==> src/rtl/m_ptw_dram_port_pkg.sv <==
// ---------------------------------------------------------------------------
// m_ptw_dram_port_pkg
// Shared definitions for the page-walker DRAM port:
//   - PW_* : walker state codes as driven by m_mmu on pw_state
//            (states 4 and 7 never generate DRAM traffic, so they need no name)
//   - port_state_t : port FSM states
//   - is_read_state() : true for the walker states that request a PTE read
// ---------------------------------------------------------------------------
package m_ptw_dram_port_pkg;

   localparam logic [2:0] PW_IDLE    = 3'd0;  // L1 PTE address presented
   localparam logic [2:0] PW_L1_RD   = 3'd1;  // L1 PTE read
   localparam logic [2:0] PW_L0_ADDR = 3'd2;  // L0 PTE address presented
   localparam logic [2:0] PW_L0_RD   = 3'd3;  // L0 PTE read
   localparam logic [2:0] PW_UPD_WR  = 3'd5;  // A/D-bit PTE write-back

   typedef enum logic [1:0] {
      PORT_IDLE,
      PORT_RD_REQ,
      PORT_RD_WAIT,
      PORT_WB_REQ
   } port_state_t;

   function automatic logic is_read_state(input logic [2:0] ps);
      return (ps == PW_L1_RD) || (ps == PW_L0_RD);
   endfunction

endpackage

==> src/rtl/m_ptw_dram_port_wait_counter.sv <==
// ---------------------------------------------------------------------------
// m_ptw_dram_port_wait_counter
// Counts consecutive cycles in which a DRAM access is stalled and raises a
// sticky timeout flag when the count reaches WAIT_LIMIT (0 disables it).
// Ports:
//   CLK      in   clock
//   RST      in   synchronous reset, active-high (clears count and flag)
//   count_en in   1 = this cycle is a stalled cycle, 0 = restart the count
//   timeout  out  sticky timeout flag
// ---------------------------------------------------------------------------
module m_ptw_dram_port_wait_counter #(
   parameter int unsigned WAIT_LIMIT = 1023
) (
   input  logic CLK,
   input  logic RST,
   input  logic count_en,
   output logic timeout
);

   localparam int unsigned     CNT_W   = (WAIT_LIMIT < 2) ? 1 : $clog2(WAIT_LIMIT + 1);
   localparam logic [CNT_W-1:0] LIMIT  = CNT_W'(WAIT_LIMIT);
   localparam logic            ENABLED = (WAIT_LIMIT != 0);

   logic [CNT_W-1:0] cnt;
   logic [CNT_W-1:0] cnt_inc;

   assign cnt_inc = cnt + CNT_W'(1);

   always_ff @(posedge CLK) begin
      if (RST) begin
         cnt     <= '0;
         timeout <= 1'b0;
      end else begin
         if (!count_en)
            cnt <= '0;
         else if (cnt != LIMIT)
            cnt <= cnt_inc;   // saturate once the limit is reached
         // flag rises at the end of the WAIT_LIMIT-th stalled cycle
         if (ENABLED && count_en && (cnt_inc == LIMIT))
            timeout <= 1'b1;
      end
   end

endmodule

==> src/rtl/m_ptw_dram_port.sv <==
// ---------------------------------------------------------------------------
// m_ptw_dram_port
// Memory-side port for the page walker. Turns m_mmu PTE strobes into
// single-beat DRAM read/write requests, returns PTE data with a busy flag,
// and buffers the A/D-bit PTE write-back so the walker never stalls on it.
// Ports:
//   CLK, RST      clock; synchronous active-high reset
//   pw_state      walker state from m_mmu
//   pte_addr      PTE address (valid in pw_state 0/2/5, qualified by pte_acs)
//   pte_acs       pte_addr valid qualifier
//   pte_we        PTE write-back request (pw_state 5 only)
//   pte_wdata     PTE write-back data
//   mmu_busy      high while a PTE access is outstanding or pending
//   mmu_odata     last PTE read data, held until the next read returns
//   dram_req      request strobe, held until dram_ack
//   dram_we       1 write / 0 read
//   dram_addr     word-aligned request address
//   dram_wdata    write data
//   dram_ack      request accepted (pulse)
//   dram_rvalid   read data valid (pulse, same cycle as ack or later)
//   dram_rdata    read data
//   err_timeout   sticky: a request stalled for WAIT_LIMIT cycles
// ---------------------------------------------------------------------------
module m_ptw_dram_port
   import m_ptw_dram_port_pkg::*;
#(
   parameter int unsigned ADDR_W     = 32,
   parameter int unsigned DATA_W     = 32,
   parameter int unsigned WAIT_LIMIT = 1023
) (
   input  logic              CLK,
   input  logic              RST,
   input  logic [2:0]        pw_state,
   input  logic [ADDR_W-1:0] pte_addr,
   input  logic              pte_acs,
   input  logic              pte_we,
   input  logic [DATA_W-1:0] pte_wdata,
   output logic              mmu_busy,
   output logic [DATA_W-1:0] mmu_odata,
   output logic              dram_req,
   output logic              dram_we,
   output logic [ADDR_W-1:0] dram_addr,
   output logic [DATA_W-1:0] dram_wdata,
   input  logic              dram_ack,
   input  logic              dram_rvalid,
   input  logic [DATA_W-1:0] dram_rdata,
   output logic              err_timeout
);

   port_state_t       state;
   port_state_t       state_next;
   logic [2:0]        prev_state;
   logic [ADDR_W-1:0] rd_addr;
   logic [ADDR_W-1:0] wb_addr;
   logic [DATA_W-1:0] wb_data;
   logic              wb_valid;
   logic              rd_pend;
   logic              discard;
   logic              rd_edge;
   logic              rd_want;
   logic              wb_capture;
   logic              rd_capture;
   logic              wait_en;
   logic              addr_lsb_unused;

   // Addresses are stored word-aligned, so the byte-offset bits are dropped.
   assign addr_lsb_unused = ^pte_addr[1:0];

   assign rd_edge    = (pw_state != prev_state) && is_read_state(pw_state);
   assign rd_want    = rd_edge | rd_pend;
   assign wb_capture = (pw_state == PW_UPD_WR) && pte_we;
   assign rd_capture = dram_rvalid &&
                       (((state == PORT_RD_REQ) && dram_ack) || (state == PORT_RD_WAIT));

   // ---- FSM: state register ----
   always_ff @(posedge CLK) begin
      if (RST) state <= PORT_IDLE;
      else     state <= state_next;
   end

   // ---- FSM: next state ----
   // No new request leaves IDLE while stale pulses from a reset-aborted
   // access may still arrive; a read edge seen then is kept as pending.
   always_comb begin
      state_next = state;
      case (state)
         PORT_IDLE: begin
            if (!discard) begin
               if (wb_valid)     state_next = PORT_WB_REQ;   // write-back before read
               else if (rd_want) state_next = PORT_RD_REQ;
            end
         end
         PORT_RD_REQ: begin
            if (dram_ack) state_next = dram_rvalid ? PORT_IDLE : PORT_RD_WAIT;
         end
         PORT_RD_WAIT: begin
            if (dram_rvalid) state_next = PORT_IDLE;
         end
         PORT_WB_REQ: begin
            if (dram_ack) state_next = PORT_IDLE;
         end
         default: state_next = PORT_IDLE;
      endcase
   end

   // ---- FSM: outputs ----
   // mmu_busy includes the raw read edge so m_mmu sees busy in the very
   // cycle it enters a read state and never latches stale data.
   always_comb begin
      dram_req   = 1'b0;
      dram_we    = 1'b0;
      dram_addr  = '0;
      dram_wdata = '0;
      case (state)
         PORT_RD_REQ: begin
            dram_req  = 1'b1;
            dram_addr = rd_addr;
         end
         PORT_WB_REQ: begin
            dram_req   = 1'b1;
            dram_we    = 1'b1;
            dram_addr  = wb_addr;
            dram_wdata = wb_data;
         end
         default: ;
      endcase
      mmu_busy = (state != PORT_IDLE) | wb_valid | rd_want;
   end

   // ---- datapath / bookkeeping registers ----
   always_ff @(posedge CLK) begin
      if (RST) begin
         prev_state <= PW_IDLE;
         rd_addr    <= '0;
         wb_addr    <= '0;
         wb_data    <= '0;
         wb_valid   <= 1'b0;
         rd_pend    <= 1'b0;
         discard    <= 1'b1;
         mmu_odata  <= '0;
      end else begin
         prev_state <= pw_state;

         if (((pw_state == PW_IDLE) || (pw_state == PW_L0_ADDR)) && pte_acs)
            rd_addr <= {pte_addr[ADDR_W-1:2], 2'b00};

         if (wb_capture) begin
            wb_valid <= 1'b1;
            wb_addr  <= {pte_addr[ADDR_W-1:2], 2'b00};
            wb_data  <= pte_wdata;
         end else if ((state == PORT_WB_REQ) && dram_ack) begin
            wb_valid <= 1'b0;
         end

         // a read edge that cannot start this cycle is remembered
         if ((state == PORT_IDLE) && (state_next == PORT_RD_REQ))
            rd_pend <= 1'b0;
         else if (rd_edge)
            rd_pend <= 1'b1;

         if ((state == PORT_IDLE) && !dram_ack && !dram_rvalid)
            discard <= 1'b0;

         if (rd_capture)
            mmu_odata <= dram_rdata;
      end
   end

   // stalled = request not yet accepted, or read accepted but data not back
   assign wait_en = (dram_req && !dram_ack) || ((state == PORT_RD_WAIT) && !dram_rvalid);

   m_ptw_dram_port_wait_counter #(
      .WAIT_LIMIT(WAIT_LIMIT)
   ) u_wait_counter (
      .CLK      (CLK),
      .RST      (RST),
      .count_en (wait_en),
      .timeout  (err_timeout)
   );

endmodule

==> config.mk <==
export PLATFORM = sky130hd
export DESIGN_NAME = m_ptw_dram_port
export DESIGN_NICKNAME = d
export VERILOG_FILES = /design/src/rtl/m_ptw_dram_port_pkg.sv /design/src/rtl/m_ptw_dram_port_wait_counter.sv /design/src/rtl/m_ptw_dram_port.sv
export SDC_FILE = /design/constraint.sdc
export NUM_CORES = 1
export LEC_CHECK = 0
export CAP_MARGIN = 30
export CORE_ASPECT_RATIO = 1.5
export CORE_MARGIN = 5
export CORE_UTILIZATION = 24
export DETAILED_ROUTE_END_ITERATION = 8
export PLACE_DENSITY = 0.55
export SKIP_CTS_REPAIR_TIMING = 1
export SLEW_MARGIN = 0
export SYNTH_ARGS = -nofsm -noshare
export SYNTH_HDL_FRONTEND = slang
export SYNTH_HIERARCHICAL = 1
export SYNTH_SLANG_ARGS = --single-unit
==> constraint.sdc <==
create_clock -name CLK -period 2.81 [get_ports CLK]
set_clock_uncertainty 0.2 [all_clocks]
set_input_delay 0.562 -clock CLK [delete_from_list [all_inputs] [get_ports CLK]]
set_output_delay 0.562 -clock CLK [all_outputs]
set_load 0.05 [all_outputs]
==> out/metrics.cfg, run 1 <==
[outcome]
outcome=finished clean

[grt]
grt_max_degree=166
grt_pass1_vias=5518
grt_pass1_wl_mm=30.66
grt_antenna_before_repair=0
grt_usage_pct=13.11
grt_overflow=0

[worst_hold_path]
min_path_type=flop to flop
holdPathStages=2

[logic_synthesis]
synth_cell_types=46
ys_async_sr_fraction_pct=0
synth-seq-cells=143
ys.flop_type=dfxtp_1
synth.avg_cell_area_um2=8.299
synth_area_um2=6232
yosysWarnings=6
netlist_instances=751
yosysSeqAreaShare_pct=45.93
synth_edf_count=0

[route]
wl_per_cell_um=15.23
drt-initial-drc-count=240
avgViaCountPerCell=4.365
drt.antenna.violating_nets=0
drc_errors=0
vias=5544
drt_first_pass_iters=4
totalWireLength_mm=19.35

[pwr]
powerDensity_nw_per_um2=502.6
leakagePower_nw=3.438
ir_drop_v=0.0004159

[critical_path]
cp_max_fo=44
reg2reg_to=u_wait_counter/timeout$_SDFFE_PP0P_
cp_data_required_time_ns=2.05
crit_type=flop to output port
crit_family=flip-flops
crit_path_end=dram_addr[22]
r2r_setup_slack_ns=0.75
reg2reg_from=state[1]$_SDFF_PP0_
rr_worst_depth=5
cpMostUsedCell=buf_12
slowest_stage=dfxtp_4
crit_path_start_kind=flop
path_depth=4
path_buf_inv=2
crit_chain=buf_12, mux2i_1, nor2_1, buf_12
crit_path_end_kind=output port
max_stage_delay_ns=0.60
crit_arrival_ns=1.90
critPathLaunch=state[1]$_SDFF_PP0_

[cts]
clock_latency_ns=0.42
clkTransAtPathRegs_ns=0.06
cts_buffer_depth=2
numCtsBuffers=17
cts_sinks=143
cts_tree=done
cts_max_level=4
cts_root_buf=clkbuf_16

[placement]
post-dp-hpwl_mm=13.00
io_buffers=200
dp_slack_ns=0.2973
place.gp.congestion=0.7381
dpl_cell_area_um2=9193

[layout]
layout-area-overhead-vs-synth_pct=57.58
seqCellArea_um2=2867
most-common-layout-cells=nand2_1 (187), dfxtp_1 (142), clkdlybuf4s50_1 (134)
drive_gt1_share_pct=13.45
fin_nets=1031
multiInputGateArea_um2=3065
final_common_cell=nand2_1
nFillCells=2632
n_antenna_cell=0
final_cell_area_um2=9821

[timing]
timing.final.ws_setup_ns=0.1512
slew_headroom_pct=56.07
timing.hold.ws_ns=0.2474
worst_pin_slew_ns=0.6590
max_freq_ghz=0.3761
setup_viol=0
slew_violations=0
fin_tns_setup_ns=0
finalHoldViolCount=0
period_minus_slack_ns=2.659
min_period_over_period_pct=94.62
grt_setup_unrepaired=false

[die]
fp-row-count=72
die-area_um2=29360
start_util_pct=24.27
io_pins=205
core_area_um2=25670
die_x_um=141.6
die_h_um=207.4

[flow_run]
max_cap_viol_count=0

[how the worst min path moves through the flow]
stage                                        start                       end  slack, ns
after CTS                 wb_data[28]$_SDFFE_PP0P_  wb_data[28]$_SDFFE_PP0P_       0.25
after detailed placement  wb_data[28]$_SDFFE_PP0P_  wb_data[28]$_SDFFE_PP0P_       0.24
after floorplan            wb_data[0]$_SDFFE_PP0P_   wb_data[0]$_SDFFE_PP0P_       0.23
final                     wb_data[31]$_SDFFE_PP0P_  wb_data[31]$_SDFFE_PP0P_       0.25
after global routing      wb_data[25]$_SDFFE_PP0P_  wb_data[25]$_SDFFE_PP0P_       0.27
after global placement    wb_data[20]$_SDFFE_PP0P_  wb_data[20]$_SDFFE_PP0P_       0.24
[synth_stat cells (all sizes together), types with 3 or more instances]
cell type | n | area (µm²)
nor2 | 37 | 138.9
nand3 | 6 | 35.03
and3 | 33 | 207.7
clkbuf | 33 | 123.9
dfxtp | 143 | 2863
nor2b | 5 | 31.28
xor2 | 5 | 43.79
xnor2 | 3 | 26.28
buf | 30 | 178.9
a21oi | 102 | 510.5
nor3 | 3 | 15.01
inv | 3 | 11.26
nand2b | 68 | 432.9
mux2i | 63 | 630.6
nand2 | 187 | 701.9
[worst reg2reg max path, stage by stage (launching register included)]
cell	delay (ns)
dfxtp_4	0.60
nand2b_4	0.11
o22ai_1	0.17
nand2b_1	0.10
or4_4	0.54
o41ai_2	0.26
[cell families (layout without fill, tap and decap cells)]
| family | after synthesis | count (layout) | share of synthesized area, % |
|---|---|---|---|
| adders and majority gates | 2 | 2 | 0.4015 |
| DFF | 143 | 143 | 45.93 |
| muxes | 63 | 63 | 10.12 |
| and+or+nand+nor | 354 | 354 | 27.34 |
| buffers and inverters | 66 | 251 | 5.039 |
| other | 1 | 2 | 0.06017 |
| AOI/OAI and AO/OA | 114 | 114 | 9.978 |
| xor gates and xnor gates | 8 | 8 | 1.124 |
[sequential cells by signal, summed over array words and instances, names as in the netlist, 2 cells and up]
register / cells
mmu_odata: 32
wb_addr: 30
wb_data: 32
u_wait_counter/cnt: 10
prev_state: 3
rd_addr: 30
state: 2
[layout make-up]
class | instances | area share, %
Sequential cell | 143 | 29.19
Multi-Input combinational cell | 543 | 31.21
Clock buffer | 23 | 5.083
Timing Repair Buffer | 216 | 28.84
Clock inverter | 9 | 1.312
Tap cell | 333 | 4.243
Inverter | 3 | 0.1147
[per-stage QoR]
| stage | std cells | util, % | power (mW) |
|---|---|---|---|
| 3_5_place_dp | 1238 | 35.80 | 2.577 |
| 4_1_cts | 1270 | 38.25 | 5.029 |
| 3_3_place_gp | 1238 | 35.80 | 2.573 |
| 2_1_floorplan | 752 | - | 2.342 |
| 5_1_grt | 1270 | 38.25 | 5.140 |
| 6_report | 1270 | 38.25 | 4.936 |
[per-layer routing]
metal,vias to the layer above,global-route usage [%],wire (µm)
met1,2592,14.93,7889
li1,2819,-,-
met2,117,23.85,10350
met5,-,0,0
met3,16,3.618,919
met4,0,3.377,190
[where the power goes]
group,total [mW],switching (mW),leakage [nW],internal (mW)
Clock,2.41,0.890,0.304,1.52
Sequential,2.10,0.0237,1.16,2.07
Combinational,0.431,0.204,1.98,0.227
No activity file was read; power rests on OpenSTA's default activity.
==> run 2, diff against run 1 <==
- SLEW_MARGIN: 0 -> not set
==> results of run 2 <==
Same layout as run 1: the final DEF is identical, and so are final timing and power.
==> run 3, diff against run 2 <==
- ABC_AREA: not set -> 1
- CORE_UTILIZATION: 24 -> 45
- PLACE_DENSITY: 0.55 -> 0.88
==> out/metrics.cfg, run 3 <==
[logic_synthesis]
ys.flop_type=dfxtp_1
synth_top_area_cell=dfxtp_1
synth_most_common_cell=nor2_1
ys_async_sr_fraction_pct=0  ; unchanged
synth_area_um2=5846  ; -6.2%
synth_cell_types=28  ; -39%
synth_xor_area_share_pct=0.1498  ; -0.97 points
synth_top_area_share_pct=48.97  ; +3.0 points
synth_top_family_by_area=simple AND/OR/NAND/NOR gates
synthMuxAreaShare_pct=0  ; -10 points
yosysWarnings=6  ; unchanged
synth-seq-cells=143  ; unchanged
synth_area_leaders=dfxtp_1 (49%), nor2_1 (15%), o21ai_0 (9.2%)
synthAdderAreaFrac_pct=0.4281  ; +0.027 points
synth-compound-area-share_pct=15.30  ; +5.3 points
netlist_instances=829  ; +10%
yosysSeqAreaShare_pct=48.97  ; +3.0 points
synth.avg_cell_area_um2=7.051  ; -15%
synth_commonest_cells=nor2_1 (235), dfxtp_1 (143), o21ai_0 (108), nand2_1 (98), inv_1 (66)
synth_simple_gate_area_share_pct=26.41  ; -0.93 points
synth_edf_count=0  ; unchanged

[critical_path]
r2r_setup_slack_ns=0.82  ; +0.07 ns
critPathLaunch=state[1]$_SDFF_PP0_
crit_type=flop to output port
crit_arrival_ns=1.83  ; -0.07 ns
cp_data_required_time_ns=2.05  ; about the same
crit_path_end_kind=output port
slowest_stage=inv_1
rr_worst_depth=6  ; +1
path_buf_inv=3  ; +1
cpMostUsedCell=buf_12
path_depth=5  ; +1
reg2reg_to=u_wait_counter/cnt[6]$_SDFFE_PP0P_
crit_path_end=dram_addr[22]
crit_chain=inv_1, buf_12, nand3_1, nand2_1, buf_12
crit_path_start_kind=flop
max_stage_delay_ns=0.46  ; -0.14 ns
reg2reg_from=state[1]$_SDFF_PP0_
crit_family=buffers and inverters
cp_max_fo=18  ; -59%

[grt]
grt_overflow=0  ; unchanged
grt_pass1_vias=5825  ; +5.6%
grt_antenna_before_repair=0  ; unchanged
grt_pass1_wl_mm=27.48  ; -10%
grt_usage_pct=22.72  ; +9.6 points
grt_max_degree=72  ; -57%

[layout]
nFillCells=950  ; -64%
final_common_cell=nor2_1
top_regs=mmu_odata (32), wb_data (32)
final_cell_area_um2=9203  ; -6.3%
layout-area-overhead-vs-synth_pct=57.43  ; about the same
final_cell_count_no_fill=1181  ; -7.0%
most-common-layout-cells=nor2_1 (235), dfxtp_1 (142), clkdlybuf4s50_1 (135)
drive_gt1_share_pct=12.23  ; -1.2 points
seqCellArea_um2=2864  ; about the same
multiInputGateArea_um2=2480  ; -19%
fin_nets=1116  ; +8.2%
fin_util_pct=71.39  ; +33 points
n_antenna_cell=0  ; unchanged

[cts]
clock_latency_ns=0.41  ; about the same
clkTransAtPathRegs_ns=0.06  ; about the same
cts_max_level=4  ; unchanged
cts_buffer_depth=2  ; unchanged
cts_tree=done
cts_root_buf=clkbuf_16
cts_sinks=143  ; unchanged
numCtsBuffers=17  ; unchanged

[die]
core_area_um2=12890  ; -50%
io_pins=205  ; unchanged
die_x_um=103.1  ; -27%
die-area_um2=15420  ; -47%
fp-row-count=51  ; -29%
die_h_um=149.6  ; -28%
start_util_pct=45.35  ; +21 points

[placement]
io_buffers=200  ; unchanged
dpl_cell_area_um2=8637  ; -6.0%
place.gp.congestion=0.8908  ; +21%
post-dp-hpwl_mm=12.22  ; -6.0%
dp_cells=1149  ; -7.2%
dp_slack_ns=0.3294  ; +0.03213 ns

[timing]
max_freq_ghz=0.3860  ; +2.6%
timing.hold.ws_ns=0.2480  ; +0.0005350 ns
min_period_over_period_pct=92.21  ; -2.4 points
fin_tns_setup_ns=0  ; unchanged
grt_setup_unrepaired=false
period_minus_slack_ns=2.591  ; -0.06780 ns
finalHoldViolCount=0  ; unchanged
setup_viol=0  ; unchanged
timing.final.ws_setup_ns=0.2190  ; +0.06780 ns
slew_violations=0  ; unchanged
worst_pin_slew_ns=0.6015  ; -0.05753 ns
slew_headroom_pct=59.86  ; +3.8 points

[route]
wl_per_cell_um=14.93  ; -2.0%
avgViaCountPerCell=5.022  ; +15%
drt-initial-drc-count=257  ; +7.1%
totalWireLength_mm=17.64  ; -8.8%
vias=5931  ; +7.0%
drc_errors=0  ; unchanged
drt.antenna.violating_nets=0  ; unchanged
drt_first_pass_iters=4  ; unchanged

[pwr]
powerDensity_nw_per_um2=529.4  ; +5.3%
leakagePower_nw=3.656  ; +6.4%
power_mw=4.872  ; -1.3%
ir_drop_v=0.0004002  ; -3.8%

[flow_run]
max_cap_viol_count=0  ; unchanged

[worst_hold_path]
min_path_type=flop to flop

[outcome]
outcome=finished clean

run 3: cell count changes in the layout (fill, tap and decap cells not counted), sizes merged, moves of 4 or more:
cell / change
xor2: -4
nor2b: -5
nand2b: -68
nor2: +200
nand2: -85
o21ai: +129
mux2i: -63
clkbuf: -5
nand3: +33
inv: +69
a21oi: -61
and3: -33
run 3: logic make-up (layout without fill, tap and decap cells):
logic type / after synthesis / after routing
and+or+nand+nor: 383 / 383
other: 1 / 2
adders and majority gates: 2 / 2
xor gates and xnor gates: 1 / 1
buffers and inverters: 123 / 315
DFF: 143 / 143
AOI/OAI and AO/OA: 176 / 176
run 3: report_power, final:
part           internal (mW)  switching, mW
clock network           1.23          0.912
registers               2.11         0.0387
logic                  0.271          0.309
total                   3.61           1.26
run 3: layout make-up:
type	instances	area share (%)
Timing Repair Buffer	215	30.86
Inverter	68	2.774
Sequential cell	143	31.12
Clock buffer	18	4.663
Tap cell	159	2.162
Clock inverter	14	1.468
Multi-Input combinational cell	564	26.95
run 3: worst register-to-register path: cells and delay by family, from the launching register on:
kind	cells	cell delay, ns
flops	1	0.39
buf+inv	3	0.55
compound gates	2	0.46
simple gates	1	0.33
run 3: worst min-delay path by stage:
stage	slack, ns	depth (start not counted)	startpoint	to
6_report	0.25	2	wb_data[17]$_SDFFE_PP0P_	wb_data[17]$_SDFFE_PP0P_
5_1_grt	0.27	2	wb_data[16]$_SDFFE_PP0P_	wb_data[16]$_SDFFE_PP0P_
4_1_cts	0.25	2	wb_data[17]$_SDFFE_PP0P_	wb_data[17]$_SDFFE_PP0P_
3_5_place_dp	0.24	2	wb_data[17]$_SDFFE_PP0P_	wb_data[17]$_SDFFE_PP0P_
3_3_place_gp	0.24	2	wb_data[18]$_SDFFE_PP0P_	wb_data[18]$_SDFFE_PP0P_
2_1_floorplan	0.23	2	wb_data[20]$_SDFFE_PP0P_	wb_data[20]$_SDFFE_PP0P_
run 3: routing by layer:
metal,track usage [%],up-vias,part of all wire (%)
met2,39.27,177,53
met3,5.271,58,5.1
met4,13.74,0,5.3
met5,0,-,0
met1,24.55,2720,37
li1,-,2976,-
